===== config.mk =====
export PLATFORM = sky130hd
export DESIGN_NAME = bistable_ring_ctrl
export DESIGN_NICKNAME = d
export VERILOG_FILES = /design/src/rtl/puf_pkg.sv /design/src/rtl/puf_lfsr.sv /design/src/rtl/bistable_ring_ctrl.sv
export SDC_FILE = /design/constraint.sdc
export NUM_CORES = 1
export LEC_CHECK = 0
export BUFFER_PORTS_ARGS = -buffer_cell sky130_fd_sc_hd__buf_2
export CORE_ASPECT_RATIO = 0.75
export CORE_MARGIN = 1
export CORE_UTILIZATION = 57
export DETAILED_ROUTE_END_ITERATION = 6
export PLACE_DENSITY = 0.8
export SLEW_MARGIN = 20
export SYNTH_ARGS = -nofsm -noshare
export SYNTH_HDL_FRONTEND = slang
export SYNTH_SLANG_ARGS = --single-unit
export TNS_END_PERCENT = 10

===== constraint.sdc =====
create_clock -name clk -period 2.4 [get_ports clk]
set_input_delay 0.48 -clock clk [delete_from_list [all_inputs] [get_ports clk]]
set_output_delay 0.48 -clock clk [all_outputs]
set_load 0.02 [all_outputs]

===== src/rtl/puf_pkg.sv =====
`default_nettype none
// ============================================================================
// Module      : puf_pkg
// Description : Shared definitions for the bistable ring PUF controller.
//               Holds the controller state encoding, the challenge LFSR
//               polynomial and the LFSR step/seed helper functions.
// Revision    : 1.0 - initial release
// ============================================================================
package puf_pkg;

  // Ring stage count; the LFSR and challenge bus are this wide.
  localparam int CHAL_W_DEF = 32;

  // Galois feedback mask, applied when the bit shifted out is 1.
  localparam logic [CHAL_W_DEF-1:0] LFSR_MASK = 32'h8020_0003;

  typedef enum logic [2:0] {
    ST_IDLE   = 3'd0,
    ST_LOAD   = 3'd1,
    ST_SETTLE = 3'd2,
    ST_SAMPLE = 3'd3,
    ST_SHIFT  = 3'd4,
    ST_OUTPUT = 3'd5
  } state_e;

  // One right-shift Galois step; the LSB is the feedback bit.
  function automatic logic [CHAL_W_DEF-1:0] lfsr_step(input logic [CHAL_W_DEF-1:0] s);
    lfsr_step = (s >> 1) ^ (s[0] ? LFSR_MASK : '0);
  endfunction

  // The all-zero state is a lock-up state, so a zero seed becomes 1.
  function automatic logic [CHAL_W_DEF-1:0] lfsr_seed_fix(input logic [CHAL_W_DEF-1:0] s);
    lfsr_seed_fix = (s == '0) ? {{(CHAL_W_DEF-1){1'b0}}, 1'b1} : s;
  endfunction

endpackage
`default_nettype wire


===== src/rtl/puf_lfsr.sv =====
`default_nettype none
// ============================================================================
// Module      : puf_lfsr
// Description : Challenge generator. 32-bit Galois LFSR, shift right.
//               load    - capture seed (zero seed substituted by 1)
//               advance - step once (ignored when load is high)
//               state   - current LFSR value
// Revision    : 1.0 - initial release
// ============================================================================
module puf_lfsr
  import puf_pkg::*;
(
  input  logic                  clk,
  input  logic                  reset_n,
  input  logic                  load,
  input  logic [CHAL_W_DEF-1:0] seed,
  input  logic                  advance,
  output logic [CHAL_W_DEF-1:0] state
);

  logic [CHAL_W_DEF-1:0] state_q;
  logic [CHAL_W_DEF-1:0] state_d;

  always_comb begin
    state_d = state_q;
    if (load) begin
      state_d = lfsr_seed_fix(seed);
    end else if (advance) begin
      state_d = lfsr_step(state_q);
    end
  end

  always_ff @(posedge clk or negedge reset_n) begin
    if (!reset_n) begin
      state_q <= '0;
    end else begin
      state_q <= state_d;
    end
  end

  assign state = state_q;

endmodule
`default_nettype wire


===== src/rtl/bistable_ring_ctrl.sv =====
`default_nettype none
// ============================================================================
// Module      : bistable_ring_ctrl
// Description : Challenge driver / evaluator for a bistable ring PUF.
//               Applies LFSR challenges, runs the ring reset/release cycle,
//               majority-votes VOTES synchronized samples into one bit and
//               packs OUT_W bits (first bit in MSB) into words.
//   Ports: start/seed/n_words/abort - run control; busy/done - run status;
//          ring_challenge/ring_reset/ring_response - ring interface;
//          word_data/word_valid/word_ready - output word handshake.
// Revision    : 1.0 - initial release
// ============================================================================
module bistable_ring_ctrl
  import puf_pkg::*;
#(
  parameter int CHAL_W     = CHAL_W_DEF,
  parameter int OUT_W      = 32,
  parameter int RST_CYC    = 8,
  parameter int SETTLE_CYC = 64,
  parameter int VOTES      = 5
) (
  input  logic              clk,
  input  logic              reset_n,
  input  logic              start,
  input  logic [CHAL_W-1:0] seed,
  input  logic [7:0]        n_words,
  input  logic              abort,
  output logic              busy,
  output logic              done,
  output logic [CHAL_W-1:0] ring_challenge,
  output logic              ring_reset,
  input  logic              ring_response,
  output logic [OUT_W-1:0]  word_data,
  output logic              word_valid,
  input  logic              word_ready
);

  localparam int CYC_MAX = (RST_CYC > SETTLE_CYC) ? RST_CYC : SETTLE_CYC;
  localparam int CYC_W   = $clog2(CYC_MAX + 1);
  localparam int VOTE_W  = $clog2(VOTES + 1);
  localparam int BIT_W   = $clog2(OUT_W + 1);

  state_e              state_q, state_d;
  logic [CYC_W-1:0]    cyc_cnt_q, cyc_cnt_d;
  logic [VOTE_W-1:0]   vote_cnt_q, vote_cnt_d;
  logic [VOTE_W-1:0]   ones_cnt_q, ones_cnt_d;
  logic [BIT_W-1:0]    bit_cnt_q, bit_cnt_d;
  logic [7:0]          words_left_q, words_left_d;
  // Holds the first OUT_W-1 bits of a word; the last bit is taken straight
  // from the vote when the word is completed.
  logic [OUT_W-2:0]    word_shift_q, word_shift_d;
  logic [OUT_W-1:0]    word_data_q, word_data_d;
  logic                word_valid_q, word_valid_d;
  logic                busy_q, busy_d;
  logic                done_q, done_d;
  logic                ring_reset_q, ring_reset_d;
  logic [CHAL_W-1:0]   ring_challenge_q, ring_challenge_d;
  logic                sync1_q, sync2_q;

  logic                lfsr_load;
  logic                lfsr_adv;
  logic [CHAL_W-1:0]   lfsr_state;
  logic                vote_bit;

  puf_lfsr u_lfsr (
    .clk     (clk),
    .reset_n (reset_n),
    .load    (lfsr_load),
    .seed    (seed),
    .advance (lfsr_adv),
    .state   (lfsr_state)
  );

  assign vote_bit = (ones_cnt_q > VOTE_W'(VOTES / 2));

  always_comb begin
    state_d          = state_q;
    cyc_cnt_d        = cyc_cnt_q;
    vote_cnt_d       = vote_cnt_q;
    ones_cnt_d       = ones_cnt_q;
    bit_cnt_d        = bit_cnt_q;
    words_left_d     = words_left_q;
    word_shift_d     = word_shift_q;
    word_data_d      = word_data_q;
    word_valid_d     = word_valid_q;
    busy_d           = busy_q;
    done_d           = 1'b0;
    ring_challenge_d = ring_challenge_q;
    lfsr_load        = 1'b0;
    lfsr_adv         = 1'b0;

    // The challenge register is only ever updated on entry to LOAD, so it
    // changes exclusively while the ring is held in reset.
    case (state_q)
      ST_IDLE: begin
        if (start && !abort) begin
          lfsr_load    = 1'b1;
          words_left_d = n_words;
          cyc_cnt_d    = '0;
          vote_cnt_d   = '0;
          ones_cnt_d   = '0;
          bit_cnt_d    = '0;
          word_shift_d = '0;
          if (n_words == 8'd0) begin
            done_d = 1'b1;
          end else begin
            state_d          = ST_LOAD;
            busy_d           = 1'b1;
            ring_challenge_d = lfsr_seed_fix(seed);
          end
        end
      end

      ST_LOAD: begin
        if (cyc_cnt_q == CYC_W'(RST_CYC - 1)) begin
          cyc_cnt_d = '0;
          state_d   = ST_SETTLE;
        end else begin
          cyc_cnt_d = cyc_cnt_q + 1'b1;
        end
      end

      ST_SETTLE: begin
        if (cyc_cnt_q == CYC_W'(SETTLE_CYC - 1)) begin
          cyc_cnt_d = '0;
          state_d   = ST_SAMPLE;
        end else begin
          cyc_cnt_d = cyc_cnt_q + 1'b1;
        end
      end

      ST_SAMPLE: begin
        ones_cnt_d = ones_cnt_q + VOTE_W'(sync2_q);
        vote_cnt_d = vote_cnt_q + 1'b1;
        if (vote_cnt_d < VOTE_W'(VOTES)) begin
          state_d = ST_LOAD;
        end else begin
          state_d = ST_SHIFT;
        end
      end

      ST_SHIFT: begin
        lfsr_adv   = 1'b1;
        ones_cnt_d = '0;
        vote_cnt_d = '0;
        bit_cnt_d  = bit_cnt_q + 1'b1;
        if (bit_cnt_d == BIT_W'(OUT_W)) begin
          bit_cnt_d    = '0;
          word_data_d  = {word_shift_q, vote_bit};
          word_shift_d = '0;
          word_valid_d = 1'b1;
          state_d      = ST_OUTPUT;
        end else begin
          word_shift_d     = {word_shift_q[OUT_W-3:0], vote_bit};
          state_d          = ST_LOAD;
          // The LFSR steps this cycle; present its next value directly.
          ring_challenge_d = lfsr_step(lfsr_state);
        end
      end

      ST_OUTPUT: begin
        if (word_ready) begin
          word_valid_d = 1'b0;
          words_left_d = words_left_q - 1'b1;
          if (words_left_q == 8'd1) begin
            done_d  = 1'b1;
            busy_d  = 1'b0;
            state_d = ST_IDLE;
          end else begin
            state_d          = ST_LOAD;
            ring_challenge_d = lfsr_state;
          end
        end
      end

      default: begin
        state_d = ST_IDLE;
      end
    endcase

    // Abort overrides everything, including a same-cycle handshake.
    if (abort && (state_q != ST_IDLE)) begin
      state_d          = ST_IDLE;
      busy_d           = 1'b0;
      done_d           = 1'b0;
      word_valid_d     = 1'b0;
      words_left_d     = words_left_q;
      cyc_cnt_d        = '0;
      vote_cnt_d       = '0;
      ones_cnt_d       = '0;
      bit_cnt_d        = '0;
      word_shift_d     = '0;
      ring_challenge_d = ring_challenge_q;
      lfsr_adv         = 1'b0;
    end

    ring_reset_d = !((state_d == ST_SETTLE) || (state_d == ST_SAMPLE));
  end

  always_ff @(posedge clk or negedge reset_n) begin
    if (!reset_n) begin
      state_q          <= ST_IDLE;
      cyc_cnt_q        <= '0;
      vote_cnt_q       <= '0;
      ones_cnt_q       <= '0;
      bit_cnt_q        <= '0;
      words_left_q     <= '0;
      word_shift_q     <= '0;
      word_data_q      <= '0;
      word_valid_q     <= 1'b0;
      busy_q           <= 1'b0;
      done_q           <= 1'b0;
      ring_reset_q     <= 1'b1;
      ring_challenge_q <= '0;
      sync1_q          <= 1'b0;
      sync2_q          <= 1'b0;
    end else begin
      state_q          <= state_d;
      cyc_cnt_q        <= cyc_cnt_d;
      vote_cnt_q       <= vote_cnt_d;
      ones_cnt_q       <= ones_cnt_d;
      bit_cnt_q        <= bit_cnt_d;
      words_left_q     <= words_left_d;
      word_shift_q     <= word_shift_d;
      word_data_q      <= word_data_d;
      word_valid_q     <= word_valid_d;
      busy_q           <= busy_d;
      done_q           <= done_d;
      ring_reset_q     <= ring_reset_d;
      ring_challenge_q <= ring_challenge_d;
      sync1_q          <= ring_response;
      sync2_q          <= sync1_q;
    end
  end

  assign busy           = busy_q;
  assign done           = done_q;
  assign ring_challenge = ring_challenge_q;
  assign ring_reset     = ring_reset_q;
  assign word_data      = word_data_q;
  assign word_valid     = word_valid_q;

endmodule
`default_nettype wire


# ---- Yosys cells after proc, flatten, opt, wreduce, memory -nomap -nowiden
# Cells that the tools add are included.
dict set report classes {
  n_mux 61
  addsub 5
  order_cmp 2
  reduce_logical 25
  n_bitwise 2
  eq_ne 21
}
# operator count
set op_table {}
lappend op_table {{32-bit 2-to-1 mux} 9}
lappend op_table {{32-bit case mux with 3 select lines} 1}
lappend op_table {{31-bit 2-to-1 mux} 3}
lappend op_table {{31-bit case mux with 2 select lines} 1}
lappend op_table {{3-bit 2-to-1 mux} 11}
lappend op_table {{32-bit zero test} 1}
lappend op_table {{31-bit by 32-bit XOR with 32-bit output} 1}
lappend op_table {{7-bit 2-to-1 mux} 4}
lappend op_table {{7-bit case mux with 3 select lines} 1}
lappend op_table {{1-bit 2-to-1 mux} 18}
lappend op_table {{6-bit 2-to-1 mux} 3}
lappend op_table {{3-bit case mux with 3 select lines} 2}
lappend op_table {{3-bit case mux with 6 select lines} 1}
lappend op_table {{8-bit 2-to-1 mux} 2}
lappend op_table {{8-bit case mux with 2 select lines} 1}
lappend op_table {{3-bit != test, second input constant} 5}
lappend op_table {{3-bit nonzero test} 5}
lappend op_table {{3-bit by 2-bit equality test with 1-bit output, second input constant} 4}
lappend op_table {{6-bit case mux with 2 select lines} 1}
lappend op_table {{2-bit != test, second input constant} 5}
lappend op_table {{8-bit by 1-bit equality test with 1-bit output, second input constant} 1}
lappend op_table {{8-bit zero test} 1}
lappend op_table {{2-bit AND reduction} 4}
lappend op_table {{4-bit nonzero test} 2}
lappend op_table {{23 further kinds} 29}
dict set report totals {
  in_bits 46
  regBits 163
}

# ---- Longest topological paths before layout
dict set report logic_depth {
  ltp_word 8
  mapped_depth 8
  depth_no_buf 7
}

# ---- Cells and area by module
# Synthesis repeated with hierarchy kept, for this count alone.
dict set report hier_totals {
  cells_unflattened 720
  area_unflattened_um2 8150.3
}
# module cells_each instances area_per_inst_um2 seq_area_each_um2
set modules_own_cells {}
lappend modules_own_cells {bistable_ring_ctrl 565 1 6556.3 3279.4}
lappend modules_own_cells {puf_lfsr 155 1 1594.0 800.8}

# ---- Worst setup path before layout
# OpenSTA, ideal clock, no wires.
dict set report synth_path {
  path_kind {flip-flop to flip-flop}
  from {reg bit_cnt_q[0]}
  to {reg ring_challenge_q[10] (netlist: ring_challenge[10])}
  t_arrival_ns 1.938
  path_buffers 2
  period_less_slack_ns 2.063
  setup_ns 0.125
  stages_incl_launch_ff 8
  slack_ns 0.337
  t_required_ns 2.275
  path_cell_list {dfrtp_1 and3_4 mux2i_1 or4_1 buf_2 nor3b_4 buf_6 mux2_4}
}
dict set report synth_between {
  elab_chain_cells 4
}
# item line_no
set synth_lines {}
lappend synth_lines {{from (decl)} bistable_ring_ctrl.sv:47} ;# logic [BIT_W-1:0] bit_cnt_q, bit_cnt_d;
lappend synth_lines {{from (signal assigned)} bistable_ring_ctrl.sv:222} ;# bit_cnt_q <= bit_cnt_d;
lappend synth_lines {{6-bit by 1-bit adder with 6-bit output} bistable_ring_ctrl.sv:146} ;# bit_cnt_d = bit_cnt_q + 1'b1;
lappend synth_lines {{6-bit equality test} bistable_ring_ctrl.sv:147} ;# if (bit_cnt_d == BIT_W'(OUT_W)) begin
lappend synth_lines {{2-bit != test (no line)} --}
lappend synth_lines {{7-bit AND reduction (no line)} --}
lappend synth_lines {{to (signal assigned)} bistable_ring_ctrl.sv:230} ;# ring_challenge_q <= ring_challenge_d;
lappend synth_lines {{to (decl)} bistable_ring_ctrl.sv:57} ;# logic [CHAL_W-1:0] ring_challenge_q, ring_challenge_d;
# No other way between the ends.
# A chain may end at the register's enable or synchronous reset.

# ---- Worst setup path after layout
dict set report layout_path {
  from {reg bit_cnt_q[2]}
  to {reg ring_challenge_q[1] (netlist: ring_challenge[1])}
}
# The elaborated chain is that of the path after synthesis.

==> results.toml <==
[outcome]
status = "complete, no violations"

[worst_setup_path]
ff2ff_path_depth = 6
crit_buf_inv = 1
path_class = "reg2reg"
cp.arrival_ns = 2.53
r2r-start = "bit_cnt_q[2]"
path_cells = "and3_4 > mux2i_1 > or4_1 > nor3b_4 > buf_12 > mux2_2"
path_delay_family = "simple AND/OR/NAND/NOR gates"
end_kind = "register"
critPathRequiredTime_ns = 2.71
r2r_slack_ns = 0.17
r2r-end = "ring_challenge[1]"
cp-start-kind = "register"
cpMaxStageDelayCell = "nor3b_4"
critPathMaxStageDelay_ns = 0.47
worstPathMaxFanout = 21

[die]
fp.dieArea_mm2 = 0.0141
initial_core_util_pct = 59.1
io_pins = 114
die_w_um = 137
die_h_um = 103
core-area_mm2 = 0.0131
num_rows = 36

[layout]
final_cells = 1007
drive_gt1_share_pct = 29.2
fin_nets = 876
fin_area_mm2 = 0.00919
diodes = 0
syn_to_final_growth_pct = 18.7

[placed_design]
hpwl_um = 11900
dp_slack_ns = 0.0887
portBuffers = 113
post_dp_cell_area_mm2 = 0.00858
dpl.cell_count = 974
gp_congestion = 0.870

[drt]
drc = 0
antenna_left = 0
vias = 5980
routed_via_density = 5.94
routed_wl_um = 17900
drt_iter0_drc = 402
wl_per_cell_um = 17.8
dr.pass1.iters = 5

[timing]
max_slew_margin_pct = 53.0
tns_ns = 0
slew_violations = 0
worstMarginPinSlew_ns = 0.705
rsz0062_at_grt = "false"
fin_crit_sh_pct = 92.8
fmax_mhz = 449
hold_violations = 0
fin_worst_skew_ns = 0.00898
period_minus_slack_ns = 2.23
fin_ws_ns = 0.174
setup_violations = 0

[clock_network]
cts-buffers-inserted = 17
cts_buffer_depth = 2
cts_tree = "built"
cts_max_level = 4
insertion_delay_ns = 0.43
cts_sinks = 163
path_clk_slew_ns = 0.06
cts_resized = 0
cts_root_buf = "clkbuf_16"
post_cts_buffers = 0

[grt]
grt-busiest-layer = "met2"
grt_pass1_vias = 5721
use_met2_pct = 42.6
grt_first_pass_wirelength_um = 29200
overflow = 0
antenna_found_initial = 0
grtUsageMet3_pct = 6.44
use_met1_pct = 38.2
grt_max_degree = 67
grt.total_usage_pct = 27.1

[logic_synthesis]
synth.avg_cell_area_um2 = 10.9
ys.flop_type = "dfrtp_1"
synthAdderAreaFrac_pct = 1.13
synth_compound_area_share_pct = 14.1
yosysUniqueCellTypes = 52
synth_fp_nets = 762
yosysSeqAreaShare_pct = 52.7
async_flop_share_pct = 100
synth_xor_area_share_pct = 0.791
synth_edf_count = 0
synthSimpleGateAreaFrac_pct = 12.2
syn_area_mm2 = 0.00775
synth_mux_area_share_pct = 16.0
synth_top_family_by_area = "multiplexers"
yosys_warnings = 0
synthCells = 709
yosys_register_bits = 163

[flow_run]
drv_cap = 0

[power_and_ir_drop]
power_switching_w = 0.00191
ir_drop_v = 0.000582
power_density_mw_per_mm2 = 760
power_frac_seq_pct = 45.8
clkPwrFrac_pct = 39.2
p_int_w = 0.00508
switching_share_pct = 27.4
p_leak_nw = 4.54
combPwrFrac_pct = 15.0

[hold_path]
hold_end = "sync1_q"
hold_class = "in2reg"
holdCritStartpoint = "ring_response"
worstHoldPathCells = 1
-- sequential cells by signal, summed over array words and instances (netlist names), 3 cells and up --
register / flops
ring_challenge: 32
ones_cnt_q: 3
u_lfsr.state: 32
bit_cnt_q: 6
word_shift_q: 31
words_left_q: 8
cyc_cnt_q: 7
word_data: 32
vote_cnt_q: 3
state_q: 3
-- cell usage after synthesis (4+ instances only) --
cell type	n	area, um^2
dfrtp_1	162	4050
nand2_1	101	379
o21ai_0	68	340
mux2i_1	42	420
mux2_2	34	383
a22o_1	33	289
clkbuf_1	33	124
mux2_4	29	435
nor2_1	25	93.8
a21oi_1	21	105
a22oi_1	20	150
nand3_1	15	75.1
nor4_1	12	75.1
inv_1	11	41.3
nor3_1	11	55.1
nand2b_1	8	50.1
ha_1	7	87.6
or3_1	7	43.8
buf_1	6	22.5
xnor2_1	5	43.8
a21o_1	4	30.0
buf_2	4	20.0
nand4_1	4	25.0
o22ai_1	4	25.0
-- metal layers --
metal	part of all wire [%]	wire (um)
met5	0	0
met4	0.82	146
met2	47	8390
met1	47	8330
met3	5.7	1020
-- layout make-up --
class                      instances  area [um^2]
clock inverter                    10          125
sequential                       163         4080
timing repair buffer             141          822
tap                              171          214
clock buffer                      22          474
inverter                          11         41.3
fill                             910         3920
multi-input combinational        489         3430
-- power groups by stage --
stage,Clock (W),Combinational (W),Sequential (W)
floorplan,0,0.000544,0.00333
global placement,0,0.00100,0.00323
detailed placement,0,0.00104,0.00324
CTS,0.00277,0.00106,0.00320
global route,0.00290,0.00114,0.00323
finish,0.00274,0.00105,0.00320
-- cells in the final DEF (no fill, tap or decap), drive strengths merged, types with 4 or more instances in the layout --
master / n
clkbuf: 22
nand2: 101
xnor2: 5
mux2i: 42
mux2: 63
a21o: 4
a21oi: 21
ha: 7
nor2: 25
o22ai: 4
or3: 7
nand2b: 8
a22o: 33
nor3: 11
clkinvlp: 4
a22oi: 20
buf: 140
o21ai: 68
nor4: 12
nand3: 15
nand4: 4
inv: 12
dfrtp: 162
-- kinds of logic (layout without fill, tap and decap cells) --
| kind of cell | Yosys count | count (layout) |
|---|---|---|
| flops | 163 | 163 |
| simple gates | 202 | 202 |
| fa+ha+maj | 7 | 7 |
| mux | 105 | 105 |
| buf+inv | 57 | 184 |
| compound gates | 168 | 168 |
| xor+xnor | 7 | 7 |
-- worst reg2reg max path, delay by kind of cell, from the launching register on --
kind,cells,cell delay [ns]
AND/OR/NAND/NOR,3,0.87
buffers and inverters,1,0.27
multiplexers,2,0.58
flip-flops,1,0.39
-- worst max path at each step --
| stage | from | end | slack, ns | depth (start not counted) |
|---|---|---|---|---|
| floorplan | bit_cnt_q[0] | ring_challenge[10] | 0.34 | 7 |
| global placement | start | u_lfsr.state[2] | 0.16 | 7 |
| detailed placement | start | u_lfsr.state[12] | 0.09 | 7 |
| CTS | bit_cnt_q[2] | ring_challenge[1] | 0.16 | 6 |
| global route | bit_cnt_q[2] | ring_challenge[1] | 0.03 | 6 |
| finish | bit_cnt_q[2] | ring_challenge[1] | 0.17 | 6 |
-- what timing repair did --
action / CTS / global route
endpoints found under the setup margin: 0 / 0
hold buffers: 1 / 0
hold endpoints to repair: 24 / 0
-- stage by stage --
stage | util [%] | power (W) | hold slack [ns]
3_5_place_dp | 65.5 | 0.00428 | 0.336
6_report | 70.1 | 0.00699 | 0.163
2_1_floorplan | - | 0.00388 | 0.184
4_1_cts | 70.1 | 0.00702 | 0.158
5_1_grt | 70.1 | 0.00728 | 0.147
3_3_place_gp | 65.5 | 0.00423 | 0.334
Note: power is estimated with default switching activity, not from simulation.
